File: src/rtl/pipe_stage_buffer.sv
// Pipeline stage register with valid/ready handshake, synchronous flush and an
// optional second (skid) entry that breaks the ready path between the two sides.
module pipe_stage_buffer #(
    parameter int unsigned      WIDTH       = 32,
    parameter bit               SKID        = 1'b1,
    parameter logic [WIDTH-1:0] RESET_VALUE = '0
) (
    input  logic             clk,
    input  logic             reset,
    input  logic             flush,
    input  logic             in_valid,
    output logic             in_ready,
    input  logic [WIDTH-1:0] in_data,
    output logic             out_valid,
    input  logic             out_ready,
    output logic [WIDTH-1:0] out_data,
    output logic [1:0]       occupancy
);

    typedef enum logic [1:0] {
        ST_EMPTY = 2'd0,
        ST_FULL  = 2'd1,
        ST_BOTH  = 2'd2
    } state_e;

    state_e           state_r;
    state_e           state_nxt_s;
    logic [WIDTH-1:0] main_r;
    logic [WIDTH-1:0] skid_r;
    logic [WIDTH-1:0] main_nxt_s;
    logic [WIDTH-1:0] skid_nxt_s;
    logic             out_valid_r;
    logic             in_ready_r;
    logic [1:0]       occupancy_r;
    logic             in_ready_s;
    logic             in_xfer_s;
    logic             out_xfer_s;

    // Upstream acceptance: registered with a skid entry, otherwise pass-through of out_ready
    always_comb begin
        in_ready_s = 1'b0;
        if (reset || flush) begin
            in_ready_s = 1'b0;
        end else if (SKID) begin
            in_ready_s = in_ready_r;
        end else begin
            in_ready_s = !out_valid_r || out_ready;
        end
    end

    assign in_xfer_s  = in_valid && in_ready_s;
    assign out_xfer_s = out_valid_r && out_ready;

    // Next-state and entry update selection
    always_comb begin
        state_nxt_s = state_r;
        main_nxt_s  = main_r;
        skid_nxt_s  = skid_r;
        if (flush) begin
            // Entries keep their contents; only the occupancy is discarded.
            state_nxt_s = ST_EMPTY;
        end else begin
            case (state_r)
                ST_EMPTY: begin
                    if (in_xfer_s) begin
                        state_nxt_s = ST_FULL;
                        main_nxt_s  = in_data;
                    end else begin
                        state_nxt_s = ST_EMPTY;
                    end
                end
                ST_FULL: begin
                    if (in_xfer_s && out_xfer_s) begin
                        main_nxt_s = in_data;
                    end else if (out_xfer_s) begin
                        state_nxt_s = ST_EMPTY;
                    end else if (in_xfer_s && SKID) begin
                        state_nxt_s = ST_BOTH;
                        skid_nxt_s  = in_data;
                    end else begin
                        state_nxt_s = ST_FULL;
                    end
                end
                ST_BOTH: begin
                    if (out_xfer_s) begin
                        state_nxt_s = ST_FULL;
                        main_nxt_s  = skid_r;
                    end else begin
                        state_nxt_s = ST_BOTH;
                    end
                end
                default: begin
                    state_nxt_s = ST_EMPTY;
                end
            endcase
        end
    end

    // State, entries and registered status outputs
    always_ff @(posedge clk) begin
        if (reset) begin
            state_r     <= ST_EMPTY;
            main_r      <= RESET_VALUE;
            skid_r      <= RESET_VALUE;
            out_valid_r <= 1'b0;
            occupancy_r <= 2'd0;
            in_ready_r  <= 1'b1;
        end else begin
            state_r     <= state_nxt_s;
            main_r      <= main_nxt_s;
            skid_r      <= skid_nxt_s;
            out_valid_r <= (state_nxt_s != ST_EMPTY);
            occupancy_r <= state_nxt_s;
            in_ready_r  <= (state_nxt_s != ST_BOTH);
        end
    end

    assign in_ready  = in_ready_s;
    assign out_valid = out_valid_r;
    assign out_data  = main_r;
    assign occupancy = occupancy_r;

endmodule

File: config.mk
export PLATFORM = sky130hd
export DESIGN_NAME = pipe_stage_buffer
export DESIGN_NICKNAME = d
export VERILOG_FILES = /design/src/rtl/pipe_stage_buffer.sv
export SDC_FILE = /design/constraint.sdc
export NUM_CORES = 1
export LEC_CHECK = 0
export ABC_AREA = 0
export CAP_MARGIN = 40
export CORE_MARGIN = 8
export CORE_UTILIZATION = 50
export DETAILED_ROUTE_END_ITERATION = 8
export PLACE_DENSITY = 0.81
export SYNTH_ARGS = -nofsm -noshare
export SYNTH_HDL_FRONTEND = slang
export SYNTH_SLANG_ARGS = --single-unit
export TNS_END_PERCENT = 50
File: constraint.sdc
create_clock -name clk -period 4.4 [get_ports clk]
set_input_delay 0.44 -clock clk [delete_from_list [all_inputs] [get_ports clk]]
set_output_delay 0.44 -clock clk [all_outputs]
set_load 0.02 [all_outputs]
==> impl_summary.log <==
[metrics] status: complete, no violations
[metrics] Antenna Nets Post-Route: 0
[metrics] reg-to-reg slack, setup: around 1.9 ns
[metrics] CP required: 4.59 ns
[metrics] Slew @ Worst Pin: around 0.83 ns
[metrics] count of hold buffers inserted by post-cts repair: 0
[metrics] gr busiest metal: met2
[metrics] maximum number of buffers from clock root to sink: 2
[metrics] headroom to the max-slew limit: 44.69%
[metrics] Placement Setup Slack: 1.653 ns
[metrics] detail-routed via count per cell: 5.506
[metrics] DP Wirelength: 4597 µm
[metrics] Initial Util: 50.78%
[metrics] count of cells along the worst register-to-register path: 5
[metrics] Avg Inst Size Synth: 9.289 µm²
[metrics] count of cells along the worst hold path: 2
[metrics] count of buffers added by post-CTS timing repair for setup: 0
[metrics] Inserted Clock Buffers: 9
[metrics] worst hold-check path type: in2reg
[metrics] final period utilization: between 50% and 60%
[metrics] Antenna Cells: 0
[metrics] minimum clock period: roughly 2.5 ns
[metrics] Worst R2R Start: occupancy[0]$_SDFF_PP0_
[metrics] Die Outline Area: around 0.0086 mm²
[metrics] kind of launch point of the worst setup path: flop
[metrics] GRT Util Overall: between 10% and 20%
[metrics] maximum clock rate: about 0.40 GHz
[metrics] Cell Area, Synth: slightly below 0.003 mm²
[metrics] most common cell after layout, fill and taps aside: clkdlybuf4s50_1
[metrics] worst setup path class: reg2reg
[metrics] pin count of the biggest net entering global routing: 97
[metrics] sw power: 0.0002979 W
[metrics] synthesized net count: about 350
[metrics] RSZ-0062 raised after global routing: false
[metrics] deepest level of the CTS H-tree: 3
[metrics] setup total negative slack: 0 ns
[metrics] fraction of synthesized cell area taken by the top area cell type: approximately 46%
[metrics] clock latency reported for the late side of the worst-skew pair: between 0.3 and 0.4 ns
[metrics] Port Buf Inserts: 72
[metrics] flip-flop and latch count after synthesis: around 70
[metrics] leakage: approximately 1.5 nW
[metrics] met1 track demand over resource in global routing: between 20% and 30%
[metrics] Comb pwr share: under 10%
[metrics] IR drop worst, VDD: roughly 0.00023 V
[metrics] horizontal die dimension: around 93 µm
[metrics] worst path setup slack after routing: 1.903 ns
[metrics] met3 track demand over resource: 4.935%
[metrics] Layout area overhead: 32.57%
[metrics] endpoint of the most critical register-to-register path: out_data[23]$_SDFFE_PP0P_
[metrics] clock power share: roughly 43%
[metrics] Resized cells post-CTS: 0
[metrics] post-synth top area cell: dfxtp_1
[metrics] clock transition at the registers of the reported paths: 0.07 ns
[metrics] vertical die dimension: 92.62 µm
[metrics] cell at the root of the clock tree: clkbuf_8
[metrics] critical path fanouts, max: 35
[metrics] number of max-slew violations in the final report: 0
[metrics] Worst Hold Path EP: out_valid$_SDFF_PP0_
[metrics] share of power burned in registers: a little under half
[metrics] Final Hold Viols: 0
[metrics] share of layout cells above drive strength 1: 8.777%
[metrics] Top Ports: 73
[metrics] clock tree from TritonCTS: built
[metrics] count of max-cap constraint violations: 0
[metrics] fraction of power spent switching nets: about 22%
[metrics] GP Congestion: between 0.7 and 0.8
[metrics] internal power summed over all cells: 0.001062 W
[metrics] power per unit of standard cell area: about 350 mW/mm²
[metrics] site row count: 28
[metrics] WL final: 7101 µm
[metrics] Std-Cell Core Area: 0.005781 mm²
[metrics] wire length per cell: roughly 16 µm
[metrics] via count: between 2000 and 2500
[metrics] drt pass-1 iters: 6
[metrics] post-synthesis sequential area ratio: between 40% and 50%
[metrics] total congestion overflow: 0
[metrics] cell count after synthesis: 316
[metrics] Fin Clk Skew: approximately 0.0049 ns
[metrics] global-route wire length before repair: roughly 12000 µm
[metrics] number of endpoints failing setup at the final stage: 0
[metrics] residual DRC count: 0
[metrics] routing usage on met2: between 20% and 30%
[metrics] Iter 0 DRT Violations: roughly 170
[metrics] largest cells by area after synthesis: dfxtp_1 (46%), mux2i_1 (11%), nand4b_1 (9.5%), nand2_1 (8.6%), o31ai_1 (6.4%)
[metrics] Worst setup EP type: flop
[metrics] number of unique standard cell types used by synthesis: 26
[metrics] Clock Sink Count: roughly 70
[metrics] vias in the first global route: around 2400
[metrics] critical hold path startpoint: reset
[metrics] highest-count cells in the layout ignoring fill and taps: clkdlybuf4s50_1 (71), dfxtp_1 (68), nand2_1 (67)
[metrics] number of warnings printed during yosys synthesis: 0
[metrics] critical path arrival: ~2.7 ns
[metrics] initial antenna violation count: 0
[metrics] # nets final: 408
## synthesized netlist by cell type, drive strengths merged
master   number
a21boi        1
and3b         1
nor2          2
and3          1
nand2b        1
o31ai        32
nand4b       32
xor2          1
clkbuf       28
buf           6
and2          4
a21oi        32
or4b          1
or2           1
mux2i        32
or3           1
o22ai         1
dfxtp        68
a211oi        1
a2111oi       1
nand3         2
nand2        67
## layer usage
layer  wire length (µm)  part of all wire, %
met1               3208                   45
met2               3379                   48
met3                421                  5.9
met4                 91                  1.3
met5                  0                    0
## worst max-delay path: stages, from the launching register on
cell and delay (ns):
dfxtp_1 0.39, nand2b_2 0.14, buf_4 0.50, or3_1 0.61
and2_4 0.54, o31ai_1 0.14
## worst max-delay path by stage
| stage | slack, ns | endpoint | cells past startpoint | start |
|---|---|---|---|---|
| floorplan | 2.47 | out_data[27]$_SDFFE_PP0P_ | 7 | out_valid$_SDFF_PP0_ |
| global placement | 1.31 | out_data[4]$_SDFFE_PP0P_ | 5 | out_ready |
| detailed placement | 1.65 | out_data[23]$_SDFFE_PP0P_ | 5 | in_valid |
| CTS | 1.90 | out_data[23]$_SDFFE_PP0P_ | 5 | occupancy[0]$_SDFF_PP0_ |
| global route | 1.74 | out_data[22]$_SDFFE_PP0P_ | 5 | occupancy[0]$_SDFF_PP0_ |
| finish | 1.90 | out_data[23]$_SDFFE_PP0P_ | 5 | occupancy[0]$_SDFF_PP0_ |
## state kept, by name (all words and copies together) (netlist names)
register	flops
in_ready_r	1
out_valid	1
out_data	32
skid_r	32
occupancy	2
## metrics by stage
step	util (%)	std cells	cell area [µm²]	total power [W]	hold WS (ns)
final	67.32	451	3891	0.001360	0.3573
after global routing	67.32	451	3891	0.001410	0.3684
after floorplan	-	316	2935	0.0007181	0.4357
after global placement	62.47	432	3611	0.0007836	0.4403
after CTS	67.32	451	3891	0.001369	0.3497
after detailed placement	63.25	435	3656	0.0007860	0.4456
## final cells by class
cell class / instances / area, µm²
Sequential cell: 68 / 1361
Clock buffer: 12 / 165.2
Fill cell: 474 / 1889
Tap cell: 75 / 93.84
Timing Repair Buffer: 78 / 783.3
Multi-Input combinational cell: 214 / 1418
Clock inverter: 4 / 70.07
## logic make-up after synthesis
group                  after synthesis  synth area share [%]
multiplexers                        32                 10.91
buffers and inverters               34                 5.413
XOR/XNOR                             1                0.2984
AO/OA/AOI/OAI                       68                 15.86
flip-flops                          68                 46.38
AND/OR/NAND/NOR                    113                 21.14
## power by group through the flow
stage | Clock (W) | Sequential (W) | Combinational (W)
finish | 0.000588 | 0.000637 | 0.000135
global route | 0.000626 | 0.000638 | 0.000146
CTS | 0.000597 | 0.000637 | 0.000136
detailed placement | 0 | 0.000651 | 0.000135
global placement | 0 | 0.000651 | 0.000133
floorplan | 0 | 0.000663 | 0.0000556
Power figures use the tool's default switching activity.
